$ cat config.mk
export PLATFORM = sky130hd
export DESIGN_NAME = sim_run_ctrl
export DESIGN_NICKNAME = d
export VERILOG_FILES = /design/src/rtl/sim_run_ctrl.sv
export SDC_FILE = /design/constraint.sdc
export NUM_CORES = 1
export LEC_CHECK = 0
export ABC_CLOCK_PERIOD_IN_PS = 3000
export CORE_MARGIN = 1.5
export CORE_UTILIZATION = 25
export CTS_BUF_LIST = sky130_fd_sc_hd__clkbuf_16
export DETAILED_ROUTE_END_ITERATION = 8
export DONT_BUFFER_PORTS = 1
export PLACE_DENSITY_LB_ADDON = 0.1
export SKIP_CTS_REPAIR_TIMING = 1
export SYNTH_ARGS = -nofsm -noshare
export SYNTH_HDL_FRONTEND = slang
export SYNTH_SLANG_ARGS = --single-unit
$ cat constraint.sdc
create_clock -name clk_in -period 3 [get_ports clk_in]
set_clock_uncertainty 0.05 [all_clocks]
set_input_delay 0.6 -clock clk_in [delete_from_list [all_inputs] [get_ports clk_in]]
set_output_delay 0.6 -clock clk_in [all_outputs]
set_load 0.05 [all_outputs]
$ cat src/rtl/sim_run_ctrl.sv
`default_nettype none
// +----------------------------------------------------------------------------+
// | Module      : sim_run_ctrl                                                 |
// | Description : Run controller for simulation and FPGA bring-up. Holds all   |
// |               reset channels for RST_HOLD cycles after rst_in drops, then  |
// |               releases them one by one, STAGGER cycles apart. After the    |
// |               last release it raises rdy_out and counts RUN cycles until   |
// |               a halt request or a cycle timeout ends the run. Status and   |
// |               exit code are latched until the next rst_in.                 |
// | Option      : define RUN_CTRL_STALL_EN to add a commit-stall watchdog      |
// |               (STALL_LIMIT consecutive RUN cycles without commit_in).      |
// | Ports       : clk_in        - system clock                                 |
// |               rst_in        - synchronous active-high reset                |
// |               halt_in       - program-done request (pulse or level)        |
// |               exit_code_in  - exit value, captured with halt_in            |
// |               commit_in     - instruction-commit strobe (stall option)     |
// |               rst_out       - per-channel active-high reset                |
// |               rdy_out       - core ready, high only while running          |
// |               done_out      - sticky, run ended by halt                    |
// |               timeout_out   - sticky, run ended by timeout or stall        |
// |               stall_out     - sticky, timeout caused by a stall            |
// |               exit_code_out - latched exit code                            |
// |               cycle_cnt_out - RUN cycle count                              |
// | Revision    : 1.0  initial release                                         |
// +----------------------------------------------------------------------------+
module sim_run_ctrl #(
  parameter int NUM_CH      = 2,
  parameter int RST_HOLD    = 25,
  parameter int STAGGER     = 1,
  parameter int TIMEOUT     = 15000000,
  parameter int CNT_W       = 32,
  parameter int STALL_LIMIT = 1024
) (
  input  logic              clk_in,
  input  logic              rst_in,
  input  logic              halt_in,
  input  logic [7:0]        exit_code_in,
  input  logic              commit_in,
  output logic [NUM_CH-1:0] rst_out,
  output logic              rdy_out,
  output logic              done_out,
  output logic              timeout_out,
  output logic              stall_out,
  output logic [7:0]        exit_code_out,
  output logic [CNT_W-1:0]  cycle_cnt_out
);

  typedef enum logic [2:0] {
    S_HOLD = 3'd0,
    S_STAG = 3'd1,
    S_RUN  = 3'd2,
    S_DONE = 3'd3,
    S_TO   = 3'd4
  } state_t;

  // One phase counter serves both the hold window and the stagger gaps.
  localparam int PH_MAX = (RST_HOLD > STAGGER) ? RST_HOLD : STAGGER;
  localparam int PH_W   = $clog2(PH_MAX + 1);
  localparam logic [PH_W-1:0]  C_HOLD_LAST = PH_W'(RST_HOLD - 1);
  localparam logic [PH_W-1:0]  C_STG_LAST  = PH_W'((STAGGER > 0) ? (STAGGER - 1) : 0);
  localparam logic [CNT_W-1:0] C_TO_LAST   = CNT_W'(TIMEOUT - 1);
  localparam bit               C_ALL_ONCE  = (NUM_CH == 1) || (STAGGER == 0);

  state_t              state_q, state_d;
  logic [PH_W-1:0]     phase_q, phase_d;
  logic [NUM_CH-1:0]   rst_q,   rst_d;
  logic                rdy_q,   rdy_d;
  logic                done_q,  done_d;
  logic                to_q,    to_d;
  logic                stall_q, stall_d;
  logic [7:0]          code_q,  code_d;
  logic [CNT_W-1:0]    cnt_q,   cnt_d;

  logic                w_stall_hit;
  logic [NUM_CH-1:0]   w_rst_shift;

  // Channels release in ascending order: shifting the mask left by one clears
  // the lowest still-asserted channel, so an all-zero result means the last
  // channel is being released.
  assign w_rst_shift = rst_q << 1;

`ifdef RUN_CTRL_STALL_EN
  localparam int SC_W = $clog2(STALL_LIMIT + 1);
  localparam logic [SC_W-1:0] C_SC_LAST = SC_W'(STALL_LIMIT - 1);

  logic [SC_W-1:0] sc_q, sc_d;

  // Counter sits at zero outside RUN, so it is zero on RUN entry.
  always_comb begin
    sc_d        = '0;
    w_stall_hit = 1'b0;
    if (state_q == S_RUN) begin
      if (commit_in) begin
        sc_d = '0;
      end else begin
        sc_d        = sc_q + 1'b1;
        w_stall_hit = (sc_q == C_SC_LAST);
      end
    end
  end

  always_ff @(posedge clk_in) begin
    if (rst_in) begin
      sc_q <= '0;
    end else begin
      sc_q <= sc_d;
    end
  end
`else
  logic w_unused_stall;
  assign w_stall_hit    = 1'b0;
  assign w_unused_stall = commit_in | (STALL_LIMIT < 1);
`endif

  always_comb begin
    state_d = state_q;
    phase_d = phase_q;
    rst_d   = rst_q;
    rdy_d   = rdy_q;
    done_d  = done_q;
    to_d    = to_q;
    stall_d = stall_q;
    code_d  = code_q;
    cnt_d   = cnt_q;

    case (state_q)
      S_HOLD: begin
        if (phase_q == C_HOLD_LAST) begin
          phase_d = '0;
          if (C_ALL_ONCE) begin
            rst_d   = '0;
            rdy_d   = 1'b1;
            state_d = S_RUN;
          end else begin
            rst_d   = w_rst_shift;
            state_d = S_STAG;
          end
        end else begin
          phase_d = phase_q + 1'b1;
        end
      end

      S_STAG: begin
        if (phase_q == C_STG_LAST) begin
          phase_d = '0;
          rst_d   = w_rst_shift;
          if (w_rst_shift == '0) begin
            rdy_d   = 1'b1;
            state_d = S_RUN;
          end
        end else begin
          phase_d = phase_q + 1'b1;
        end
      end

      S_RUN: begin
        // The exiting edge is still a RUN cycle and is counted.
        cnt_d = cnt_q + 1'b1;
        if (halt_in) begin
          done_d  = 1'b1;
          rdy_d   = 1'b0;
          code_d  = exit_code_in;
          state_d = S_DONE;
        end else if (cnt_q == C_TO_LAST) begin
          to_d    = 1'b1;
          rdy_d   = 1'b0;
          state_d = S_TO;
        end else if (w_stall_hit) begin
          to_d    = 1'b1;
          stall_d = 1'b1;
          rdy_d   = 1'b0;
          state_d = S_TO;
        end
      end

      default: begin
        // DONE and TO are terminal; everything holds until rst_in.
      end
    endcase
  end

  always_ff @(posedge clk_in) begin
    if (rst_in) begin
      state_q <= S_HOLD;
      phase_q <= '0;
      rst_q   <= '1;
      rdy_q   <= 1'b0;
      done_q  <= 1'b0;
      to_q    <= 1'b0;
      stall_q <= 1'b0;
      code_q  <= 8'h00;
      cnt_q   <= '0;
    end else begin
      state_q <= state_d;
      phase_q <= phase_d;
      rst_q   <= rst_d;
      rdy_q   <= rdy_d;
      done_q  <= done_d;
      to_q    <= to_d;
      stall_q <= stall_d;
      code_q  <= code_d;
      cnt_q   <= cnt_d;
    end
  end

  assign rst_out       = rst_q;
  assign rdy_out       = rdy_q;
  assign done_out      = done_q;
  assign timeout_out   = to_q;
  assign stall_out     = stall_q;
  assign exit_code_out = code_q;
  assign cycle_cnt_out = cnt_q;

endmodule
`default_nettype wire

==> metrics.txt <==
Routability Congestion slightly above 0.7; FF-to-FF path depth 4; Seq/Total Area, Yosys 0.421; Setup violations, final 0; YS warnings 0; vias in the first global route 2092; Core Area 9770 um^2; HPWL Detailed 4.77 mm; critical path arrival 2.69 ns; fillcell total 1066; relative slew slack 0.522; die width 103 um; maximum clock insertion buffer count 2; clock transition at the registers of the reported paths approximately 0.070 ns; number of nets still failing antenna checks after routing 0; largest net degree at the start of global routing 49; syn nets 315; worst skew pair latency 0.29 ns; status complete, no violations; number of inserted diodes 0; r2r setup slk ~0.44 ns; CTS buffer count 5; H-tree levels 2; max-slew violation count 0; TNS Setup 0 ns; Synth Instances 300; Worst R2R Start state_q[1]$_SDFFE_PP0P_; initial antenna violation count 0; most frequent cells after synthesis dfxtp_1, nand2_1, a21oi_1, or4_1, nor2_1; full die area 10700 um^2; GRT Overall Usage 0.134; Synth-to-Final Area Change 16.3%; CTS tree yes; final hold vios 0; top cells by area, synth dfxtp_1, a21oi_1, or4_1, nand2_1, o31ai_1; prevailing post-synth register cell dfxtp_1; Mapped Area 2520 um^2; via/cell ratio 4.92; RSZ-0062 raised after global routing false; Crit Path Max Fanout 20; Starting Density 0.258; # rows 36; max_cap viols 0; fin crit share 0.854; top-area cell type share of the netlist area 0.421; PortBufs 0; crit path kind register to register; number of synthesized flops with an enable pin 0; Yosys cell types 44; Crit Reg-Reg Endpoint cycle_cnt_out[22]$_SDFFE_PP0P_; DRT Pass-1 Iters 4; crit end category register; DIE HEIGHT around 100 um; final WL 6.86 mm; Max VDD drop approximately 0.00025 V; Tightest Hold Check Type primary input to register; vias after detailed routing ~2200; Power Dens Cells around 650 nW/um^2; Pleak 0.931 nW; fmax roughly 400 MHz; dominant cell type by area after synthesis dfxtp_1; ys async rst share 0; first-pass GRT wire length 11.2 mm; post-layout net count 327; Avg Inst Size Synth 8.40 um^2; CP Launch Type register; worst path required time 3.13 ns; # IOs 58; #FFs+latches synth 53; gr ovfl total 0; Starting DRT DRC Count 74; most frequent cell after synthesis dfxtp_1; Clock Sinks 53; Finished Core Util 0.300; clock root cell clkbuf_16; DR DRC count 0; Setup crit end cycle_cnt_out[22]$_SDFFE_PP0P_; WL/cell roughly 15 um; crit path time final 2.56 ns; Worst Max-Slew Pin Slew 0.716 ns; worst setup path startpoint state_q[1]$_SDFFE_PP0P_; share of layout cells above drive strength 1 0.118
[state kept, by name, indices dropped and copies added, names as in the netlist]
signal         flops
done_out           1
rdy_out            1
phase_q            5
state_q            3
rst_out            2
timeout_out        1
cycle_cnt_out     32
exit_code_out      8
[cell families after synthesis]
family,after synthesis,share of synthesized area
buffers and inverters,30,0.0556
AO/OA/AOI/OAI,63,0.151
flip-flops,53,0.421
XOR/XNOR,12,0.0417
multiplexers,5,0.0214
AND/OR/NAND/NOR,133,0.293
other,1,0.00149
adder cells (fa/ha/maj),3,0.0149
[how the worst min path moves through the flow]
| stage | from | endpoint | cells after the start |
|---|---|---|---|
| 3_3_place_gp | phase_q[1]$_SDFFE_PP0P_ | phase_q[1]$_SDFFE_PP0P_ | 2 |
| 5_1_grt | rst_in | exit_code_out[2]$_SDFFE_PP0N_ | 1 |
| 2_1_floorplan | phase_q[1]$_SDFFE_PP0P_ | phase_q[1]$_SDFFE_PP0P_ | 2 |
| 6_report | rst_in | exit_code_out[3]$_SDFFE_PP0N_ | 1 |
| 3_5_place_dp | phase_q[1]$_SDFFE_PP0P_ | phase_q[1]$_SDFFE_PP0P_ | 2 |
| 4_1_cts | rst_in | exit_code_out[3]$_SDFFE_PP0N_ | 1 |
[routing by layer]
layer  wire length (um)  vias to the layer above  GRT usage
met5                  0                        -          0
met4                 53                        0     0.0374
met2               3080                       43      0.211
li1                   -                     1126          -
met3                425                        5     0.0397
met1               3300                     1021      0.178
[layout make-up]
| class | instances | area, um^2 | share of cell area |
|---|---|---|---|
| Multi-Input combinational cell | 217 | 1320 | 0.450 |
| Sequential cell | 53 | 1060 | 0.362 |
| Timing Repair Buffer | 23 | 173 | 0.0589 |
| Tap cell | 133 | 166 | 0.0568 |
| Clock buffer | 5 | 125 | 0.0427 |
| Inverter | 12 | 45.0 | 0.0154 |
| Clock inverter | 3 | 41.3 | 0.0141 |
[where the power goes]
group / switching [mW] / total, mW / internal, mW
sequential: 0.136 / 0.897 / 0.760
clock: 0.272 / 0.664 / 0.392
combinational: 0.199 / 0.331 / 0.132
total: 0.608 / 1.89 / 1.28
[layout by cell type, fill, tap and decap left out, types with 2 or more instances in the layout]
cell       instances
a21oi_1           33
and4_1             2
buf_4             23
clkbuf_16          5
dfxtp_1           53
ha_1               3
inv_1             12
mux2_2             3
mux2i_1            2
nand2_1           39
nand3_1            9
nand4_1            9
nor2_1            18
nor2b_1            2
nor3_1             2
nor3b_1            2
nor4_1             8
nor4b_1            4
o21ai_0            6
o22ai_1            2
o31ai_1           16
or3_1              8
or4_1             21
xnor2_1            7
xor2_1             5
[through the flow]
step           setup slack, ns  hold WS [ns]  total power [mW]  cells  instance area [um^2]
2_1_floorplan            0.471         0.434              1.18    300                  2520
3_3_place_gp             0.453         0.460              1.25    438                  2760
3_5_place_dp             0.431         0.462              1.25    438                  2760
4_1_cts                  0.421         0.312              1.92    446                  2930
5_1_grt                  0.266         0.309              2.00    446                  2930
6_report                 0.438         0.321              1.89    446                  2930
[worst max-delay path, cell delays in order, from the launching register on]
cell     delay [ns]
dfxtp_1        0.54
or3b_4         0.50
or4_4          0.69
nor4_1         0.30
mux2_2         0.37
No activity file was read; power rests on OpenSTA's default activity.
